## src/rtl/alu_pkg.sv

```systemverilog
// Shared op codes and FSM state encoding for the multi-cycle ALU.
package alu_pkg;

  localparam logic [3:0] OP_ADD = 4'b0000;
  localparam logic [3:0] OP_SUB = 4'b0001;
  localparam logic [3:0] OP_NOT = 4'b0010;
  localparam logic [3:0] OP_AND = 4'b0011;
  localparam logic [3:0] OP_OR  = 4'b0100;
  localparam logic [3:0] OP_XOR = 4'b0101;
  localparam logic [3:0] OP_SLT = 4'b0110;
  localparam logic [3:0] OP_EQ  = 4'b0111;
  localparam logic [3:0] OP_SLL = 4'b1000;
  localparam logic [3:0] OP_SRL = 4'b1001;
  localparam logic [3:0] OP_SRA = 4'b1010;
  localparam logic [3:0] OP_MUL = 4'b1011;

  typedef enum logic [1:0] {
    S_IDLE,
    S_BUSY,
    S_DONE
  } state_t;

endpackage

```

## src/rtl/alu_comb.sv

```systemverilog
// Combinational core for single-cycle ops (0000-0111); shifts, MUL and reserved codes give 0.
// No latency or backpressure of its own: the caller registers the outputs.
module alu_comb import alu_pkg::*; #(
  parameter int WIDTH = 8
) (
  input  logic [WIDTH-1:0] a,
  input  logic [WIDTH-1:0] b,
  input  logic [3:0]       op,
  output logic [WIDTH-1:0] result,
  output logic             c_out,
  output logic             of
);

  logic [WIDTH:0] sum;
  logic [WIDTH:0] dif;

  always_comb begin
    sum    = {1'b0, a} + {1'b0, b};
    dif    = {1'b0, a} + {1'b0, ~b} + {{WIDTH{1'b0}}, 1'b1};
    result = '0;
    c_out  = 1'b0;
    of     = 1'b0;
    case (op)
      OP_ADD: begin
        result = sum[WIDTH-1:0];
        c_out  = sum[WIDTH];
        of     = (a[WIDTH-1] == b[WIDTH-1]) && (sum[WIDTH-1] != a[WIDTH-1]);
      end
      OP_SUB: begin
        // c_out high means no borrow
        result = dif[WIDTH-1:0];
        c_out  = dif[WIDTH];
        of     = (a[WIDTH-1] != b[WIDTH-1]) && (dif[WIDTH-1] != a[WIDTH-1]);
      end
      OP_NOT: result = ~a;
      OP_AND: result = a & b;
      OP_OR:  result = a | b;
      OP_XOR: result = a ^ b;
      OP_SLT: result = {{(WIDTH-1){1'b0}}, ($signed(a) < $signed(b))};
      OP_EQ:  result = {{(WIDTH-1){1'b0}}, (a == b)};
      default: ;
    endcase
  end

endmodule

```

## src/rtl/alu_seq.sv

```systemverilog
// Multi-cycle ALU: single-cycle ops 1 cycle, shifts 1+k, MUL 1+WIDTH to out_valid.
// Result holds while out_valid && !out_ready; in_ready is low from accept until the result is taken.
module alu_seq import alu_pkg::*; #(
  parameter  int WIDTH = 8,
  localparam int SHW   = $clog2(WIDTH)
) (
  input  logic             clk,
  input  logic             rst_n,
  input  logic             in_valid,
  output logic             in_ready,
  input  logic [WIDTH-1:0] a,
  input  logic [WIDTH-1:0] b,
  input  logic [3:0]       op,
  output logic             out_valid,
  input  logic             out_ready,
  output logic [WIDTH-1:0] result,
  output logic             zero,
  output logic             c_out,
  output logic             of
);

  localparam logic [SHW:0] CNT_MUL = (SHW+1)'(WIDTH);
  localparam logic [SHW:0] CNT_ONE = (SHW+1)'(1);

  state_t               state, state_nxt;
  logic [3:0]           op_r;
  logic [WIDTH-1:0]     mcand;
  logic [2*WIDTH-1:0]   acc, acc_nxt;
  logic [SHW:0]         cnt;
  logic [WIDTH:0]       add_sum;
  logic [WIDTH-1:0]     core_res, imm_res;
  logic                 core_c, core_of;
  logic                 is_shift, is_mul, go_busy;
  logic [SHW-1:0]       k;

  alu_comb #(.WIDTH(WIDTH)) u_core (
    .a      (a),
    .b      (b),
    .op     (op),
    .result (core_res),
    .c_out  (core_c),
    .of     (core_of)
  );

  assign k        = b[SHW-1:0];
  assign is_shift = (op == OP_SLL) || (op == OP_SRL) || (op == OP_SRA);
  assign is_mul   = (op == OP_MUL);
  assign go_busy  = is_mul || (is_shift && (k != '0));
  assign imm_res  = is_shift ? a : core_res;

  always_ff @(posedge clk or negedge rst_n) begin
    if (!rst_n) state <= S_IDLE;
    else        state <= state_nxt;
  end

  always_comb begin
    state_nxt = state;
    in_ready  = 1'b0;
    out_valid = 1'b0;
    case (state)
      S_IDLE: begin
        in_ready = 1'b1;
        if (in_valid) state_nxt = go_busy ? S_BUSY : S_DONE;
      end
      S_BUSY: if (cnt == CNT_ONE) state_nxt = S_DONE;
      S_DONE: begin
        out_valid = 1'b1;
        if (out_ready) state_nxt = S_IDLE;
      end
      default: state_nxt = S_IDLE;
    endcase
  end

  // acc is {high, low}: shifts work in the low half with the high half kept zero;
  // MUL starts with b in the low half and shifts the partial product in from the top.
  always_comb begin
    acc_nxt = acc;
    add_sum = {1'b0, acc[2*WIDTH-1:WIDTH]} + (acc[0] ? {1'b0, mcand} : '0);
    case (op_r)
      OP_SLL:  acc_nxt = {acc[2*WIDTH-1:WIDTH], acc[WIDTH-2:0], 1'b0};
      OP_SRL:  acc_nxt = {acc[2*WIDTH-1:WIDTH], 1'b0, acc[WIDTH-1:1]};
      OP_SRA:  acc_nxt = {acc[2*WIDTH-1:WIDTH], acc[WIDTH-1], acc[WIDTH-1:1]};
      default: acc_nxt = {add_sum, acc[WIDTH-1:1]};
    endcase
  end

  always_ff @(posedge clk or negedge rst_n) begin
    if (!rst_n) begin
      op_r   <= OP_ADD;
      mcand  <= '0;
      acc    <= '0;
      cnt    <= '0;
      result <= '0;
      zero   <= 1'b0;
      c_out  <= 1'b0;
      of     <= 1'b0;
    end else begin
      case (state)
        S_IDLE: if (in_valid) begin
          op_r  <= op;
          mcand <= a;
          acc   <= {{WIDTH{1'b0}}, (is_mul ? b : a)};
          cnt   <= is_mul ? CNT_MUL : {1'b0, k};
          if (!go_busy) begin
            result <= imm_res;
            zero   <= (imm_res == '0);
            c_out  <= core_c;
            of     <= core_of;
          end
        end
        S_BUSY: begin
          acc <= acc_nxt;
          cnt <= cnt - 1'b1;
          if (cnt == CNT_ONE) begin
            result <= acc_nxt[WIDTH-1:0];
            zero   <= (acc_nxt[WIDTH-1:0] == '0);
            c_out  <= 1'b0;
            of     <= (op_r == OP_MUL) && (|acc_nxt[2*WIDTH-1:WIDTH]);
          end
        end
        default: ;
      endcase
    end
  end

endmodule

```

## config.mk

```make
export PLATFORM = sky130hd
export DESIGN_NAME = alu_seq
export DESIGN_NICKNAME = d
export VERILOG_FILES = /design/src/rtl/alu_pkg.sv /design/src/rtl/alu_comb.sv /design/src/rtl/alu_seq.sv
export SDC_FILE = /design/constraint.sdc
export NUM_CORES = 1
export LEC_CHECK = 0
export CORE_MARGIN = 2
export CORE_UTILIZATION = 55
export CTS_CLUSTER_SIZE = 20
export DETAILED_ROUTE_END_ITERATION = 8
export PLACE_DENSITY = 0.77
export SKIP_LAST_GASP = 1
export SLEW_MARGIN = 20
export SYNTH_ARGS = -nofsm -noshare
export SYNTH_HDL_FRONTEND = slang
export SYNTH_HIERARCHICAL = 1
export SYNTH_SLANG_ARGS = --single-unit
export TNS_END_PERCENT = 50
```

## constraint.sdc

```tcl
create_clock -name clk -period 2.9 [get_ports clk]
set_input_delay 0.58 -clock clk [delete_from_list [all_inputs] [get_ports clk]]
set_output_delay 0.58 -clock clk [all_outputs]
set_load 0.1 [all_outputs]
```

Word level (Yosys, flattened, before mapping). Cells that the tools add are included.

Muxes and demuxes: 35. Equal/unequal tests: 27. Reductions and logical operators: 18. Bitwise logic cells: 5. $lt $le $gt $ge: 1. $add $sub $neg: 5.

Operator list (count): 8-bit one-hot mux with 8 select lines (1); 8-bit two-way mux (6); 16-bit one-hot mux with 3 select lines (1); 4-bit equality test (second input constant) (8); 16-bit one-hot mux with 2 select lines (1); 8-bit by 8-bit adder with 9-bit output (3); 4-bit by 3-bit equality test with 1-bit output (second input constant) (4); 8-bit logical NOT (2); 16-bit two-way mux (1); 8-bit NOT (2); 8-bit one-hot mux with 2 select lines (1); 1-bit two-way mux (11); 1-bit one-hot mux with 2 select lines (5); 9-bit by 1-bit adder with 9-bit output (second input constant) (1); 8-bit AND (1); 4-bit by 1-bit equality test with 1-bit output (second input constant) (2); 4-bit by 2-bit equality test with 1-bit output (second input constant) (2); 8-bit equality test (1); 8-bit < comparator (1); 2-bit two-way mux (4); 4-bit two-way mux (2); 2-bit != test (second input constant) (4); 8-bit bitwise OR (1); 4-bit one-hot mux with 2 select lines (1); 17 further kinds (25).

Output and inout bits: 13. Register bits: 45. Bits of input ports: 24.

Logic depth before layout (Yosys ltp).
Word-level depth: 9. Gate-level depth with buffers: 15. Gate-level depth less buffers: 15.

Modules after synthesis. Netlist, hierarchy kept.

By module, submodules not included: alu_seq (cells each 309, area each 2793.9 um2, times used 1, seq. area each 1126.1 um2); alu_comb (cells each 177, area each 1258.7 um2, times used 1, seq. area each 0.0 um2).

Worst setup path after synthesis. No wires, ideal clock.

Path type: input -> register. Start point: input a[0]. End point: register zero. Arrival: 3032 ps. Stages: 15. Buffers on the path: 0. Setup slack: -215 ps. Cell sequence: inv_1 ha_1 inv_1 fa_1 nor3b_2 a211o_2 nor4b_2 nor4_2 xnor2_1 a221o_1 nor4_1 nand3_1 o21ai_0 a32oi_1 o21ai_0.

Cells in the longest elaborated chain, start to end: 8.

RTL lines: start, declared (RTL line alu_seq.sv:11) `input logic [WIDTH-1:0] a,`; 8-bit by 8-bit adder with 9-bit output (RTL line alu_comb.sv:19) `dif = {1'b0, a} + {1'b0, ~b} + {{WIDTH{1'b0}}, 1'b1};`; 9-bit by 1-bit adder with 9-bit output (RTL line alu_comb.sv:19); 8-bit one-hot mux with 8 select lines (*) (RTL line alu_comb.sv:23) `case (op)`; named net core_res[6] (RTL line alu_seq.sv:31) `logic [WIDTH-1:0] core_res, imm_res;`; 8-bit two-way mux (*) (RTL line alu_seq.sv:49) `assign imm_res = is_shift ? a : core_res;`; 8-bit logical NOT (*) (RTL line alu_seq.sv:106) `zero <= (imm_res == '0);`; 1-bit two-way mux (*) (RTL line alu_seq.sv:104) `if (!go_busy) begin`; 1-bit two-way mux (*) (RTL line alu_seq.sv:99) `S_IDLE: if (in_valid) begin`; 1-bit one-hot mux with 2 select lines (*) (RTL line alu_seq.sv:98) `case (state)`; end signal, assigned (RTL line alu_seq.sv:106); end signal, assigned (RTL line alu_seq.sv:116) `zero <= (acc_nxt[WIDTH-1:0] == '0);`; end, declared (RTL line alu_seq.sv:17) `output logic zero,`.

Mark *: on every way through the listed nets, which the timed path passes. The rest lies on a longest branch. The select of a mux whose other input is x is not followed. A chain may end at the register's enable or synchronous reset.

Final worst setup path. Same ends and word-level chain as after synthesis.

==> flow_summary.ini <==
[run_status]
status = finished, violations left
violations = negative setup slack

[power]
power-per-cell-area_mw_per_mm2 = 782.3
p_leak_nw = 2.470
vdd_drop_max_v = 0.0003869

[placed_design]
place.port_buffers = 36
hpwlAfterDp_um = 8800
routabilityCongestion = 0.9191

[logic_synthesis]
synth_edf_count = 0
synth.net_count = 549
ys_async_sr_fraction_pct = 100.0
ys_ff_latch = 45
synthSimpleGateAreaFrac_pct = 21.09
syn_area_mm2 = 0.004053
synth_flop_cell = dfrtp_1
ys_types = 70
synth.avg_cell_area_um2 = 8.339
netlist_instances = 486
synth_top_family_by_area = compound AO/OA/AOI/OAI gates
muxShareOfSynthArea_pct = 6.947
synth_warnings = 6
yosysSeqAreaShare_pct = 27.79
synthAdderAreaFrac_pct = 12.60
synth_compound_area_share_pct = 23.25
synthXorXnorAreaFrac_pct = 2.810

[min_path]
worstHoldPathType = in2async

[clock_network]
clock-sinks = 45
hold_buffers = 0
insertion_delay_ps = 310
cts_max_level = 2
cts_tree = yes
cts_root_buf = clkbuf_8
cts_made_buffers = 5
clk_pin_slew_ps = 90
clk_path_buf_depth = 2

[grt]
globalRouteTotalUtil_pct = 28.90
grt_pass1_vias = 3932
grt_overflow = 0
grt_max_degree = 46
grt_pass1_wl_um = 19100
antenna_found_initial = 0

[sta]
fin_ws_ps = -119.1
rsz0062_at_grt = true
fin_skew_ps = 16.69
setup_viol = 1
hold_ws_ps = 256.6
hold_violations = 0
min_period_ps = 3019
fin_crit_sh_pct = 104.1
slew_viol_final = 0
max_freq_ghz = 0.3312
worst_slew_margin_rel_pct = 38.46
tightest_slew_ps = 916.0

[setup_path]
cp_max_fo = 2
worstSetupEndpointType = flop
worstPathArrival_ps = 3250
worstPathCellList = buf_8 -> inv_4 -> ha_4 -> inv_2 -> fa_2 -> nor3b_2 -> a211o_2 -> nor4b_4 -> nor4_2 -> xnor2_1 -> a221o_1 -> nor4_2 -> nand3_1 -> o21ai_2 -> a32oi_1 -> o21ai_1
reg2reg_slack_ps = 60
cpPeakStageDelay_ps = 340
cp.required_ps = 3130
rr_worst_depth = 10
crit_end = zero
worstSetupPathType = in2reg
crit_slowest_cell = fa_2
path_common_cell = nor4_2
crit_start = a[0]
timing.rr.end = of
critPathLaunchType = input pin
reg2reg_from = acc[0]

[die]
core_region_area_mm2 = 0.007176
die_y_um = 89.84
ioPinCount = 37
num_rows = 31
die-area_mm2 = 0.008071
initial_core_util_pct = 56.48
dieWidth_um = 89.84

[finish]
multiInputGateArea_mm2 = 0.002904
drive_gt1_share_pct = 29.11
n_fill_cell = 550
antennaDiodeCount = 0
final_nets = 646
regArea_mm2 = 0.001126
post-route-util_pct = 73.69
synthToLayoutAreaGrowth_pct = 30.47

[detailed_routing]
drt_pass1_iterations = 7
routed_via_density = 6.040
routedWlPerCell_um = 17.57
num_vias = 4125
drtIter0Drc = 346
drc = 0
postRouteAntennaNets = 0
wirelength_um = 12000

[job]
drv_cap = 0
## worst max-delay path, delay by kind of cell
| family | cells | cell delay [ps] |
|---|---|---|
| AOI/OAI and AO/OA | 5 | 1000 |
| and+or+nand+nor | 5 | 900 |
| adders and majority gates | 2 | 470 |
| buffers and inverters | 3 | 180 |
| xor gates and xnor gates | 1 | 130 |
## how the worst min path moves through the flow
stage | end | depth (start not counted)
floorplan | acc[0] | 0
global placement | mcand[3] | 2
detailed placement | mcand[4] | 2
CTS | acc[9] | 1
global route | cnt[2] | 1
finish | state[1] | 1
## timing repair
| item | CTS | global route |
|---|---|---|
| setup buffers | 4 | 2 |
| endpoints found under the setup margin | 7 | 6 |
| pin swaps | 25 | 15 |
| gates cloned | 0 | 0 |
| resized for setup | 52 | 19 |
## per-layer routing
layer / global-route usage, % / vias up / wire (µm)
met3: 2.934 / 23 / 717
met2: 47.73 / 193 / 5694
met1: 40.13 / 1976 / 5327
li1: - / 1933 / -
met5: 0 / - / 0
met4: 9.231 / 0 / 260
## power by group
group / internal [mW] / switching [mW]
Clock: 0.193 / 0.224
Sequential: 0.901 / 0.253
Combinational: 0.881 / 1.68
## cells in the final DEF (no fill, tap or decap), types with 7 or more instances in the layout
cell type and n:
buf_4 89, nor2_1 35, clkdlybuf4s50_1 7, dfrtp_1 45, dlygate4sd2_1 8, o211ai_1 7, inv_1 12, mux2i_1 18
mux2_2 8, xnor2_1 7, ha_1 27, nand3_1 10, o21ai_0 30, nand2_1 77, a21oi_1 35, inv_2 12
and2_1 9, ha_4 8, a221o_1 7
## per-stage QoR
| step | TNS (ps) | instance area, µm² | cells | setup slack [ps] | total power, mW |
|---|---|---|---|---|---|
| after CTS | -174.2 | 5179 | 681 | -120.0 | 4.077 |
| after detailed placement | -4540 | 4947 | 669 | -774.0 | 3.607 |
| after global routing | -506.6 | 5288 | 683 | -225.2 | 4.376 |
| after floorplan | -29.00 | 4070 | 486 | -27.41 | 2.943 |
| final | -119.1 | 5288 | 683 | -119.1 | 4.137 |
| after global placement | -4036 | 4947 | 669 | -739.6 | 3.536 |
## flip-flops by register name, summed over array words and instances, names as in the netlist, 2 cells and up
register  cells
acc          16
op_r          4
cnt           4
mcand         8
result        8
state         2
## area by class of cell
cell class | instances | area share (%)
inverter | 25 | 1.822
clock buffer | 6 | 1.562
tap | 99 | 2.343
multi-input combinational | 391 | 54.92
timing repair buffer | 115 | 17.79
clock inverter | 2 | 0.2603
sequential | 45 | 21.30
## cells by family after synthesis
logic type | after synthesis
buf+inv | 50
simple gates | 175
compound gates | 137
flops | 45
mux | 27
xor+xnor | 13
fa+ha+maj | 39
## synthesized netlist by cell type (all sizes together) (4+ instances only)
| cell | instances | area share (%) |
|---|---|---|
| nand2 | 78 | 7.3 |
| dfrtp | 45 | 28 |
| a21oi | 38 | 4.8 |
| ha | 36 | 11 |
| nor2 | 36 | 3.4 |
| o21ai | 36 | 4.5 |
| inv | 25 | 2.3 |
| mux2i | 18 | 4.4 |
| clkbuf | 14 | 1.3 |
| buf | 11 | 1.9 |
| nand3 | 10 | 1.2 |
| and2 | 9 | 1.4 |
| mux2 | 9 | 2.5 |
| nor3 | 8 | 1.4 |
| o211ai | 8 | 1.6 |
| a221o | 7 | 1.7 |
| nand2b | 7 | 1.3 |
| nor4 | 7 | 1.2 |
| xnor2 | 7 | 1.5 |
| a211oi | 6 | 1.4 |
| o22ai | 6 | 0.93 |
| xor2 | 6 | 1.3 |
| a22o | 5 | 1.1 |
| o21a | 5 | 0.93 |
| a22oi | 4 | 0.74 |
| nor2b | 4 | 0.62 |
Note: power is estimated with default switching activity, not from simulation.
